===== src/rtl/uart_tx_pkg.sv =====
// Shared UART TX types: frame FSM state encoding and line-level constants.
// Pure declarations; no logic, no timing.
package uart_tx_pkg;

  localparam int DATA_WIDTH_DEF = 8;

  localparam logic LINE_IDLE  = 1'b1;
  localparam logic LINE_START = 1'b0;

  typedef enum logic [2:0] {
    IDLE   = 3'd0,
    START  = 3'd1,
    DATA   = 3'd2,
    PARITY = 3'd3,
    STOP   = 3'd4
  } state_t;

endpackage


===== src/rtl/uart_tx_ctrl_if.sv =====
// Byte-in / serializer / line bundle for the UART TX frame controller.
// master = upstream plus serializer side, slave = the controller.
interface uart_tx_ctrl_if
  import uart_tx_pkg::*;
#(
  parameter int DATA_WIDTH = DATA_WIDTH_DEF
);
  logic                  data_valid;
  logic [DATA_WIDTH-1:0] p_data;
  logic                  par_en;
  logic                  par_typ;
  logic                  ser_data;
  logic                  ser_done;
  logic                  ser_en;
  logic                  tx_out;
  logic                  busy;
  logic                  frame_err;

  modport master (
    output data_valid, p_data, par_en, par_typ, ser_data, ser_done,
    input  ser_en, tx_out, busy, frame_err
  );

  modport slave (
    input  data_valid, p_data, par_en, par_typ, ser_data, ser_done,
    output ser_en, tx_out, busy, frame_err
  );
endinterface


===== src/rtl/uart_parity_calc.sv =====
// Parity of a data word, even (odd=0) or odd (odd=1); purely combinational.
// Zero latency, no backpressure.
module uart_parity_calc #(
  parameter int DATA_WIDTH = 8
) (
  input  logic [DATA_WIDTH-1:0] data,
  input  logic                  odd,
  output logic                  parity
);
  always_comb begin
    parity = (^data) ^ odd;
  end
endmodule


===== src/rtl/uart_tx_ctrl.sv =====
// UART TX frame FSM: start, serializer data, optional parity, stop bits; one bit per clk.
// tx_out/busy registered (line lags state by one cycle); bytes offered while busy are dropped.
module uart_tx_ctrl
  import uart_tx_pkg::*;
#(
  parameter int DATA_WIDTH = DATA_WIDTH_DEF,
  parameter int STOP_BITS  = 1,
  parameter int WD_LIMIT   = 10
) (
  input  logic           clk,
  input  logic           rst,
  uart_tx_ctrl_if.slave  bus
);
  localparam int WD_W = $clog2(WD_LIMIT + 1);

  state_t            state_q, state_d;
  logic              par_en_q, par_en_d;
  logic              parity_q, parity_d;
  logic [WD_W-1:0]   wd_cnt_q, wd_cnt_d;
  logic [1:0]        stop_cnt_q, stop_cnt_d;
  logic              tx_q, tx_d;
  logic              busy_q, busy_d;
  logic              frame_err_q, frame_err_d;
  logic              ser_en;
  logic              parity_new;
  logic              accept;
  logic              wd_expire;
  logic              stop_last;

  uart_parity_calc #(.DATA_WIDTH(DATA_WIDTH)) u_parity (
    .data   (bus.p_data),
    .odd    (bus.par_typ),
    .parity (parity_new)
  );

  assign wd_expire = (wd_cnt_q == WD_W'(WD_LIMIT - 1));
  assign stop_last = (stop_cnt_q == 2'(STOP_BITS - 1));

  always_ff @(posedge clk) begin
    if (!rst) begin
      state_q     <= IDLE;
      par_en_q    <= 1'b0;
      parity_q    <= 1'b0;
      wd_cnt_q    <= '0;
      stop_cnt_q  <= '0;
      tx_q        <= LINE_IDLE;
      busy_q      <= 1'b0;
      frame_err_q <= 1'b0;
    end else begin
      state_q     <= state_d;
      par_en_q    <= par_en_d;
      parity_q    <= parity_d;
      wd_cnt_q    <= wd_cnt_d;
      stop_cnt_q  <= stop_cnt_d;
      tx_q        <= tx_d;
      busy_q      <= busy_d;
      frame_err_q <= frame_err_d;
    end
  end

  always_comb begin
    state_d    = state_q;
    par_en_d   = par_en_q;
    parity_d   = parity_q;
    wd_cnt_d   = wd_cnt_q;
    stop_cnt_d = stop_cnt_q;
    accept     = 1'b0;
    case (state_q)
      IDLE: begin
        if (bus.data_valid) begin
          state_d = START;
          accept  = 1'b1;
        end
      end
      START: begin
        state_d  = DATA;
        wd_cnt_d = '0;
      end
      DATA: begin
        wd_cnt_d = wd_cnt_q + 1'b1;
        // ser_done outranks a watchdog expiring in the same cycle
        if (bus.ser_done) begin
          state_d    = par_en_q ? PARITY : STOP;
          wd_cnt_d   = '0;
          stop_cnt_d = '0;
        end else if (wd_expire) begin
          state_d    = STOP;
          wd_cnt_d   = '0;
          stop_cnt_d = '0;
        end
      end
      PARITY: begin
        state_d    = STOP;
        stop_cnt_d = '0;
      end
      STOP: begin
        if (stop_last) begin
          stop_cnt_d = '0;
          if (bus.data_valid) begin
            state_d = START;
            accept  = 1'b1;
          end else begin
            state_d = IDLE;
          end
        end else begin
          stop_cnt_d = stop_cnt_q + 2'd1;
        end
      end
      default: state_d = IDLE;
    endcase
    if (accept) begin
      par_en_d = bus.par_en;
      parity_d = parity_new;
    end
  end

  always_comb begin
    ser_en      = (state_q == START) || (state_q == DATA);
    busy_d      = (state_d != IDLE);
    frame_err_d = (state_q == DATA) && !bus.ser_done && wd_expire;
    case (state_q)
      START:   tx_d = LINE_START;
      DATA:    tx_d = bus.ser_data;
      PARITY:  tx_d = parity_q;
      default: tx_d = LINE_IDLE;
    endcase
  end

  assign bus.ser_en    = ser_en;
  assign bus.tx_out    = tx_q;
  assign bus.busy      = busy_q;
  assign bus.frame_err = frame_err_q;

endmodule

===== src/flat_wrapper.sv =====
// flat-port wrapper written by rule: the top's interface ports become plain ports
module uart_tx_ctrl_flat import uart_tx_pkg::*;
#(
  parameter int DATA_WIDTH = DATA_WIDTH_DEF,
  parameter int STOP_BITS  = 1,
  parameter int WD_LIMIT   = 10
)
  (clk, rst, bus_data_valid, bus_p_data, bus_par_en, bus_par_typ, bus_ser_data, bus_ser_done, bus_ser_en, bus_tx_out, bus_busy, bus_frame_err);
  uart_tx_ctrl_if #(.DATA_WIDTH(DATA_WIDTH)) bus_i ();
  input  logic clk;
  input  logic rst;
  input wire logic [$bits(bus_i.data_valid)-1:0] bus_data_valid;
  input wire logic [$bits(bus_i.p_data)-1:0] bus_p_data;
  input wire logic [$bits(bus_i.par_en)-1:0] bus_par_en;
  input wire logic [$bits(bus_i.par_typ)-1:0] bus_par_typ;
  input wire logic [$bits(bus_i.ser_data)-1:0] bus_ser_data;
  input wire logic [$bits(bus_i.ser_done)-1:0] bus_ser_done;
  output wire logic [$bits(bus_i.ser_en)-1:0] bus_ser_en;
  output wire logic [$bits(bus_i.tx_out)-1:0] bus_tx_out;
  output wire logic [$bits(bus_i.busy)-1:0] bus_busy;
  output wire logic [$bits(bus_i.frame_err)-1:0] bus_frame_err;
  assign bus_i.data_valid = bus_data_valid;
  assign bus_i.p_data = bus_p_data;
  assign bus_i.par_en = bus_par_en;
  assign bus_i.par_typ = bus_par_typ;
  assign bus_i.ser_data = bus_ser_data;
  assign bus_i.ser_done = bus_ser_done;
  assign bus_ser_en = bus_i.ser_en;
  assign bus_tx_out = bus_i.tx_out;
  assign bus_busy = bus_i.busy;
  assign bus_frame_err = bus_i.frame_err;
  uart_tx_ctrl #(.DATA_WIDTH(DATA_WIDTH), .STOP_BITS(STOP_BITS), .WD_LIMIT(WD_LIMIT)) u_core (.clk(clk), .rst(rst), .bus(bus_i));
endmodule

===== config.mk =====
export PLATFORM = sky130hd
export DESIGN_NAME = uart_tx_ctrl_flat
export DESIGN_NICKNAME = d
export VERILOG_FILES = /design/src/rtl/uart_tx_pkg.sv /design/src/rtl/uart_tx_ctrl_if.sv /design/src/rtl/uart_parity_calc.sv /design/src/rtl/uart_tx_ctrl.sv /design/src/flat_wrapper.sv
export SDC_FILE = /design/constraint.sdc
export NUM_CORES = 1
export LEC_CHECK = 0
export CAP_MARGIN = 30
export CORE_MARGIN = 2
export CORE_UTILIZATION = 25
export CTS_CLUSTER_SIZE = 16
export DETAILED_ROUTE_END_ITERATION = 16
export GPL_TIMING_DRIVEN = 0
export SYNTH_ARGS = -nofsm -noshare
export SYNTH_HDL_FRONTEND = slang
export SYNTH_SLANG_ARGS = --single-unit

===== constraint.sdc =====
create_clock -name clk -period 2.57 [get_ports clk]
set_clock_uncertainty 0.15 [all_clocks]
set_input_delay 0.514 -clock clk [delete_from_list [all_inputs] [get_ports clk]]
set_output_delay 0.514 -clock clk [all_outputs]
set_load 0.02 [all_outputs]

== Word level (Yosys, flattened, before mapping) ==
Cells that the tools add are included.
Storage, ports and cells
  register bits: 14
  bits of input ports: 15
Operators by class
  add/sub/neg operators: 2
  eq/ne operators: 6
  multiplexer cells: 18
  bitwise gates (word level): 1
  reduce and logical (&&, ||, !) cells: 11
Operators with widths (number)
  3-bit 2-to-1 mux: 5
  3-bit case mux with 5 select lines: 1
  4-bit 2-to-1 mux: 2
  4-bit case mux with 2 select lines: 1
  8-bit parity: 1
  3-bit by 2-bit equality test with 1-bit output, second input constant: 2
  2-bit 2-to-1 mux: 3
  2-bit case mux with 3 select lines: 1
  3-bit nonzero test: 2
  4-bit by 1-bit adder with 4-bit output, second input constant: 1
  4-bit equality test, second input constant: 1
  3-bit by 1-bit equality test with 1-bit output, second input constant: 1
  3-bit equality test, second input constant: 1
  3-bit logical NOT: 1
  1-bit 2-to-1 mux: 3
  3-bit by 2-bit != test with 1-bit output, second input constant: 1
  1-bit case mux with 3 select lines: 1
  2-bit by 1-bit adder with 2-bit output, second input constant: 1
  1-bit logical AND: 2
  2-bit logical NOT: 1
  1-bit case mux with 2 select lines: 1
  2-bit AND reduction: 1
  2-bit nonzero test: 1
  1-bit logical NOT: 1
  other kinds (2): 2

== Logic depth before layout (Yosys ltp) ==
  depth after elaboration: 5
  mapped depth: 6
  depth with buffers taken out: 6

== By module ==
From an unflattened synthesis, not the netlist that was laid out.
Unflattened totals
  cells, all modules: 96
  area, all modules: 834.6 um^2
By module, submodules not included
  uart_tx_ctrl: times used 1, cells each 89, area an instance 752.0 um^2, sequential area each 280.3 um^2
  uart_parity_calc: times used 1, cells each 7, area an instance 82.6 um^2, sequential area each 0.0 um^2

== Least setup slack after synthesis ==
Ideal clock, no wire load.
  path type: input -> register
  from: input port bus_p_data[5]
  to: register u_core.parity_q
  library setup time: 0.058 ns
  data arrival time: 1.399 ns
  slack: 0.963 ns
  stages on the path: 4
  path buffers: 0
  path through: xor2_1 > xnor3_1 > nor4b_1 > a211o_1
On the way
  word-level cells in the longest chain between the ends: 2
Ends and longest elaborated chain
  from (decl): RTL line flat_wrapper.sv:13  | input wire logic [$bits(bus_i.p_data)-1:0] bus_p_data;
  8-bit parity: RTL line uart_parity_calc.sv:11  | parity = (^data) ^ odd;
  1-bit XOR: RTL line uart_parity_calc.sv:11
  to (signal assigned): RTL line uart_tx_ctrl.sv:52  | parity_q <= parity_d;
  to (decl): RTL line uart_tx_ctrl.sv:18  | logic parity_q, parity_d;
No other way between the ends.
A chain may end at the register's enable or synchronous reset.

== Worst setup path after layout ==
  from: register u_core.state_q[0]
  to: output port bus_ser_en
On the way
  word-level cells in the longest chain between the ends: 2
Ends and longest elaborated chain
  from (decl): RTL line uart_tx_ctrl.sv:16  | state_t state_q, state_d;
  from (signal assigned): RTL line uart_tx_ctrl.sv:50  | state_q <= state_d;
  3-bit by 1-bit equality test with 1-bit output or 3-bit by 2-bit equality test with 1-bit output (tied branches): RTL line uart_tx_ctrl.sv:118  | ser_en = (state_q == START) || (state_q == DATA);
  1-bit logical OR (*): RTL line uart_tx_ctrl.sv:118
  to (decl): RTL line flat_wrapper.sv:18  | output wire logic [$bits(bus_i.ser_en)-1:0] bus_ser_en;
Every way passes the cells marked *; elsewhere a longest branch is shown, timed or not.

==> metrics.csv <==
stage,metric,value,unit
floorplan,die_h,60.06,µm
timing,fin_crit,2.432,ns
logic_synthesis,ys_ff_latch,14,
logic_synthesis,synthTopCellsByCount,"14 x dfxtp_1, 7 x xnor2_1, 6 x nor3_1",
drt,routed_via_density,4.253,
floorplan,io_pins,19,
clocking,cts_setup_buffers,0,
pwr,total_power,0.5246,mW
clocking,clk_latency,0.28,ns
critical_path,cp-start-kind,flop,
global_route,grt_util_met1,0.1104,
global_route,grt_pass1_vias,636,
logic_synthesis,synthCells,84,
floorplan,die_area,3607,µm²
timing,finalCritPeriodShare,0.9465,
logic_synthesis,seq_area_frac_synth,0.3567,
logic_synthesis,avgSynthCellArea,9.354,µm²
logic_synthesis,synth_edf_count,0,
drt,vias,638,
logic_synthesis,synth.most_common_cell,dfxtp_1,
logic_synthesis,ys_types,36,
pwr,p_leak,0.4017,nW
floorplan,die_width,60.06,µm
drt,dr.first_iter.drc_count,2,
place,routabilityCongestion,0.6932,
drt,routed_wl,1624,µm
pwr,power_density,496.2,nW/µm²
layout,syn_to_final_growth,34.55,%
timing,hold_violations,0,
timing,slew_headroom,0.6773,
global_route,grt_max_degree,11,
logic_synthesis,synth_fp_nets,103,
run,drv_cap,0,
global_route,antenna_found_initial,0,
timing,tns,0,ns
clocking,cts_resized,0,
timing,drv_slew,0,
logic_synthesis,yosys-top-cells-area,"dfxtp_1 36%, xnor2_1 7.8%, ha_1 6.4%",
global_route,use_met3,0.01732,
place,hpwl,1244,µm
drt,drt-wirelength-per-cell,10.83,µm
timing,timing.hold.ws,0.3419,ns
timing,finalSetupViolCount,0,
drt,drt_first_pass_iters,3,
clocking,cts_hold_buf,0,
logic_synthesis,synthFlopType,dfxtp_1,
global_route,busiest_layer,met2,
floorplan,start_util,0.2595,
global_route,overflow,0,
layout,utilization,0.3492,
clocking,clk_pin_slew,0.09,ns
place,io_buffers,18,
timing,max_freq,411.1,MHz
pwr,ir_worst_vdd,0.00009617,V
logic_synthesis,syn-cell-area,785.8,µm²
logic_synthesis,ys_async_sr_fraction,0,
clocking,cts_tree,yes,
layout,diodes,0,
timing,rsz0062_at_grt,no,
floorplan,core_area,3028,µm²
critical_path,worst-path-max-fanout,10,
drt,route.detailed.drc,0,
critical_path,arrival,1.77,ns
layout,fin_nets,126,
layout,layout-drive-gt1-share,0.09434,
timing,tightestPinTransition,0.4841,ns
clocking,htree_num_levels,1,
drt,ant_nets,0,
outcome,run_status,"finished, final reports clean",
global_route,grtUsageMet2,0.1739,
logic_synthesis,ys_warn_count,0,
clocking,cts_buffer_depth,2,
floorplan,std_cell_rows,20,
clocking,root_buffer,clkbuf_4,
clocking,cts_made_buffers,3,
logic_synthesis,yosys.area.top_type,dfxtp_1,
global_route,grt_pass1_wl,2635,µm
global_route,grtUsageTotal,0.09755,
clocking,clock_sinks,14,
min_path,hp-class,flop to flop,
critical_path,cp-end-kind,output pin,
critical_path,path_class,flop to output pin,
critical_path,cp_data_required_time,1.91,ns
logic_synthesis,yosysTopAreaCellShare,0.3567,
==> state kept, by name, summed over array words and instances, names as in the netlist <==
signal                flops
u_core.state_q            3
u_core.par_en_q           1
u_core.bus.frame_err      1
u_core.parity_q           1
u_core.bus.tx_out         1
u_core.bus.busy           1
u_core.stop_cnt_q         2
u_core.wd_cnt_q           4
==> cell usage in the layout, fill, tap and decap left out, drive strengths merged, types with 3 or more instances in the layout <==
cell / count
ha: 4
nor3: 6
nor2b: 3
clkdlybuf4s50: 18
dfxtp: 14
clkbuf: 5
a21oi: 3
xnor2: 7
nor2: 6
nand3: 3
inv: 5
==> critical path: stages, from the launching register on <==
cell and delay [ns]:
dfxtp_1 0.31, buf_4 0.16, xnor2_1 0.18, nor2_2 0.20, clkdlybuf4s50_1 0.64
==> final timing paths <==
| path | start | to | slack (ns) | cells past startpoint |
|---|---|---|---|---|
| setup reg to reg | u_core.wd_cnt_q[0] | u_core.bus.busy | 0.77 | 5 |
| hold reg to reg | u_core.stop_cnt_q[0] | u_core.stop_cnt_q[0] | 0.34 | 1 |
| hold / removal | u_core.stop_cnt_q[0] | u_core.stop_cnt_q[0] | 0.34 | 1 |
| setup / recovery | u_core.state_q[0] | bus_ser_en | 0.14 | 4 |
==> area by class of cell <==
cell class | instances | area, µm²
Buffer | 3 | 16.27
Clock buffer | 4 | 36.28
Fill cell | 310 | 1971
Inverter | 5 | 18.77
Multi-Input combinational cell | 62 | 470.5
Sequential cell | 14 | 280.3
Tap cell | 44 | 55.05
Timing Repair Buffer | 18 | 180.2
==> layer usage <==
metal	share of wire	wire length, µm
met5	0	0
met4	0.012	20
met3	0.031	50
met2	0.50	808
met1	0.46	744
==> where the power goes <==
| group | switching, mW | internal, mW | leakage (nW) |
|---|---|---|---|
| Clock | 0.0771 | 0.0861 | 0.0210 |
| Sequential | 0.00939 | 0.230 | 0.114 |
| Combinational | 0.0554 | 0.0667 | 0.267 |
| Total | 0.142 | 0.383 | 0.402 |
==> cells by family after synthesis <==
family	after synthesis	share of synthesized area
AO/OA/AOI/OAI	13	0.1290
XOR/XNOR	10	0.1290
adder cells (fa/ha/maj)	4	0.06370
buffers and inverters	8	0.04458
flip-flops	14	0.3567
multiplexers	1	0.01274
AND/OR/NAND/NOR	34	0.2643
==> through the flow <==
stage,setup slack [ns],instance area [µm²],std cells
floorplan,0.9631,785.8,84
global placement,0.3466,1021,146
detailed placement,0.3113,1021,146
CTS,0.1308,1057,150
global route,0.06824,1057,150
finish,0.1376,1057,150
Power figures use the tool's default switching activity.
==> RTL change 1: new RTL, config.mk and constraints unchanged <==
`DATA_WIDTH_DEF`: 8 -> 6.
--- a/src/rtl/uart_tx_pkg.sv
+++ b/src/rtl/uart_tx_pkg.sv
@@ -3,5 +3,5 @@
 package uart_tx_pkg;
 
-  localparam int DATA_WIDTH_DEF = 8;
+  localparam int DATA_WIDTH_DEF = 6;
 
   localparam logic LINE_IDLE  = 1'b1;
Interface: changed (resized bus_p_data); port bits go from 19 to 17. No check against the original RTL was run, so the function may have changed too.
==> RTL change 1 against the original RTL <==
- first-iteration DRC count grew to 6.0 times the old value
- sequential cell count did not move
- global-route usage down 0.90 points
- via count rose by 1.4%
- area after synthesis increased by 9.2%
- core utilization down 1.3 points
- critical path depth did not move
- power increased by 1.6%
- worst setup slack improved by 0.088 ns
- wire length is 5.0% lower
- die area rose by 8.6%
- final area increased by 5.2%
==> RTL change 1: results (changes against the original RTL) <==
top_regs: "u_core.wd_cnt_q (4), u_core.state_q (3), u_core.stop_cnt_q (2)"
clockRootBuffer: "clkbuf_4"
slew_headroom_pct: 79.0  # +11 points
grt_usage_pct: 8.85  # -0.90 points
gp_congestion: 0.758  # +9.3%
grt_antenna_before_repair: 0  # unchanged
htree_levels: 1  # unchanged
viasPerCell: 4.23  # -0.58%
rrSetupSlack_ns: 0.92  # +0.15 ns
grt_max_degree: 11  # unchanged
num-fill-cells: 365  # +18%
async_flop_share_pct: 0  # unchanged
insertion_delay_ns: 0.28  # about the same
post_cts_resize_count: 0  # unchanged
grt_pass1_wl_um: 2810  # +6.6%
dr.first_iter.drc_count: 12  # +10
dr.pass1.iters: 4  # +1
synth_commonest_cells: "14 x dfxtp_1, 9 x nand2_1, 8 x xnor2_1, 5 x inv_1, 5 x nand3_1"
hold_class: "reg -> reg"
yosys_warnings: 0  # unchanged
critical_path.max_fanout: 8  # -2
wl_um: 1540  # -5.0%
crit_slowest_cell: "clkdlybuf4s50_1"
numPortBuffers: 16  # -2
clkTransAtPathRegs_ns: 0.09  # about the same
cp_top_family: "buffers and inverters"
ys_seq_area_share_pct: 32.7  # -3.0 points
drive_above_1_share_pct: 18.7  # +9.3 points
cp.arrival_ns: 1.68  # -0.09 ns
ys.flop_type: "dfxtp_1"
cellLeakagePower_nw: 0.386  # -4.0%
numCtsBuffers: 3  # unchanged
grt_pass1_vias: 695  # +9.3%
min_period_ns: 2.34  # -0.0883 ns
cts_buffer_depth: 2  # unchanged
pre_cts_ws_ns: 0.499  # +0.187 ns
irDropWorstVdd_uv: 222  # +130%
synth_fp_nets: 104  # +0.97%
status: "complete, no violations"
postRouteAntennaNets: 0  # unchanged
synth.area.top_cells: "dfxtp_1 33%, xnor2_1 8.2%, ha_1 5.8%, nand2_1 3.9%, nor3_2 3.5%"
cts_setup_buffers: 0  # unchanged
dp_hpwl_um: 1240  # about the same
antenna-diode-count: 0  # unchanged
critPathMaxStageDelay_ns: 0.62  # -0.02 ns
nNetsFinal: 125  # -0.79%
yosysUniqueCellTypes: 34  # -5.6%
## RTL change 1: changes by cell type in the layout (fill, tap and decap cells not counted), moves of 2 or more
cell	change
nor2b_1	-2
nor3_1	-2
a32o_1	-2
nor3_2	+3
clkdlybuf4s50_1	-2
o31a_1	-2
and2_1	-2
nand2_1	+7
nand3_1	+2
## RTL change 1: final timing paths
check / startpoint / endpoint / cells after the start
setup / recovery: u_core.state_q[1] / bus_ser_en / 4
hold / removal: u_core.stop_cnt_q[0] / u_core.stop_cnt_q[0] / 2
setup reg to reg: u_core.wd_cnt_q[1] / u_core.wd_cnt_q[1] / 6
hold reg to reg: u_core.stop_cnt_q[0] / u_core.stop_cnt_q[0] / 2
## RTL change 1: through the flow
step           cell area, um2  utilization, %  cells  hold WS [ns]  total power [mW]
2_1_floorplan             858               -     87         0.286             0.336
3_3_place_gp             1080            32.5    149         0.293             0.378
3_5_place_dp             1080            32.5    149         0.299             0.382
4_1_cts                  1110            33.6    153         0.312             0.544
5_1_grt                  1110            33.6    153         0.345             0.566
6_report                 1110            33.6    153         0.308             0.533
## RTL change 1: power by group
| group | internal (mW) | total [mW] | switching (mW) |
|---|---|---|---|
| logic | 0.0702 | 0.137 | 0.0667 |
| clock network | 0.0861 | 0.158 | 0.0721 |
| registers | 0.230 | 0.238 | 0.00846 |
| total | 0.386 | 0.533 | 0.147 |
## RTL change 1: cell type report
type                    count  area share, %
multi-input cells          64           47.6
flip-flops and latches     14           25.2
repair buffers             16           14.4
well taps                  46           5.17
clock buffers               4           3.26
plain buffers               3           2.36
inverters                   6           2.02
## RTL change 1: logic make-up after synthesis
family | count (synthesis) | share of synthesized area (%)
muxes | 1 | 1.17
adders and majority gates | 4 | 5.83
AOI/OAI and AO/OA | 14 | 16.3
xor gates and xnor gates | 10 | 12.4
DFF | 14 | 32.7
and+or+nand+nor | 35 | 25.9
buffers and inverters | 9 | 5.68
## RTL change 1: worst reg2reg max path, delay by kind of cell (launching register included)
| family | cells | cell delay [ns] |
|---|---|---|
| buf+inv | 1 | 0.06 |
| compound gates | 3 | 0.54 |
| simple gates | 1 | 0.23 |
| fa+ha+maj | 1 | 0.20 |
| flops | 1 | 0.38 |
## RTL change 1: per-layer routing
metal / vias up / share of wire (%) / global-route usage [%]
met5: - / 0 / 0
met4: 0 / 0 / 3.33
met3: 0 / 3.8 / 1.62
met2: 11 / 56 / 17.6
met1: 297 / 40 / 8.99
li1: 339 / - / -
==> RTL change 2: new RTL, config.mk and constraints unchanged <==
Without the edit above. Make the reset (`rst`) asynchronous in one clocked block.
--- a/src/rtl/uart_tx_ctrl.sv
+++ b/src/rtl/uart_tx_ctrl.sv
@@ -37,5 +37,5 @@
   assign stop_last = (stop_cnt_q == 2'(STOP_BITS - 1));
 
-  always_ff @(posedge clk) begin
+  always_ff @(posedge clk or negedge rst) begin
     if (!rst) begin
       state_q     <= IDLE;
Function: differs if rst is asserted again (counterexample within 4 cycles, from zero or initial values and one cycle with rst low); with rst held inactive, the same outputs for 10 cycles.
==> RTL change 2 against the original RTL <==
- wire length decreased by 17%
- sequential cell count unchanged
- area after synthesis grew 1.6%
- non-clock buffer count is 1 lower
- final area rose by 1.1%
- via count decreased by 8.5%
- worst setup slack better by 0.11 ns
Power is not compared: it rests on default switching activity, and its combinational part moved more than twofold at a synthesized area within 25%.
==> RTL change 2: results (changes against the original RTL) <==
seq_share_pct: 32.9  # +6.4 points
async_flop_share_pct: 100  # +100 points
avgRoutedWirePerCell_um: 9.73  # -10%
grt_usage_pct: 9.00  # -0.76 points
num-fill-cells: 324  # +4.5%
whs_ns: 0.343  # +0.00131 ns
post_cts_resize_count: 1  # +1
nFlopsAndLatches: 14  # unchanged
rrSetupSlack_ns: 0.96  # +0.19 ns
critical_path.max_fanout: 9  # -1
hold_depth: 2  # +1
wl_met1_um: 622  # -16%
dr_wl_met2_um: 625  # -23%
dr.first_iter.drc_count: 17  # +15
grt_pass1_vias: 602  # -5.3%
ys_seq_area_share_pct: 44.0  # +8.4 points
pre_cts_ws_ns: 0.259  # -0.0523 ns
synth.area.top_cells: "dfrtp_1 41%, ha_1 6.3%, xnor2_1 4.4%, dfstp_2 3.3%, nor3b_2 3.1%"
grt_pass1_wl_um: 2480  # -5.7%
r2r-end: "u_core.wd_cnt_q[3]"
synth_area_per_cell_um2: 10.9  # +17%
drive_above_1_share_pct: 13.7  # +4.3 points
final-nonclk-buf-share_pct: 18.3  # -0.31 points
dpl_cell_area_um2: 1030  # +1.2%
gp_congestion: 0.674  # -2.7%
grtUsageMet3_pct: 3.20  # +1.5 points
clock_cell_area_share_pct: 3.40  # -0.036 points
buffers: 20  # -4.8%
yosysUniqueCellTypes: 32  # -11%
grt_max_degree: 15  # +4
met2_usage_pct: 15.8  # -1.6 points
status: "complete, no violations"
nNetsFinal: 115  # -8.7%
wl_met3_um: 95  # +90%
hold_end: "u_core.parity_q"
dr.pass1.iters: 4  # +1
worstMarginPinSlew_ns: 0.616  # +0.132 ns
timing.rr.start: "u_core.state_q[0]"
==> RTL change 2: changes by cell type in the layout (fill, tap and decap cells not counted), moves of 3 or more <==
cell	unedited run	this run
nor3_1	6	1
a21o_1	0	3
xnor2_1	7	4
nor2_1	5	1
nand2_1	2	6
dfxtp_1	14	0
dfrtp_1	0	13
==> RTL change 2: cell families after synthesis <==
| logic type | share of synthesized area, % |
|---|---|
| AO/OA/AOI/OAI | 15.7 |
| flip-flops | 44.0 |
| multiplexers | 2.66 |
| XOR/XNOR | 9.40 |
| buffers and inverters | 4.39 |
| adder cells (fa/ha/maj) | 6.27 |
| AND/OR/NAND/NOR | 17.6 |
==> RTL change 2: worst max path at each step <==
stage	endpoint	slack (ns)
2_1_floorplan	bus_ser_en	0.84
3_3_place_gp	bus_ser_en	0.27
3_5_place_dp	bus_ser_en	0.26
4_1_cts	bus_ser_en	0.23
5_1_grt	bus_ser_en	0.12
6_report	bus_ser_en	0.25
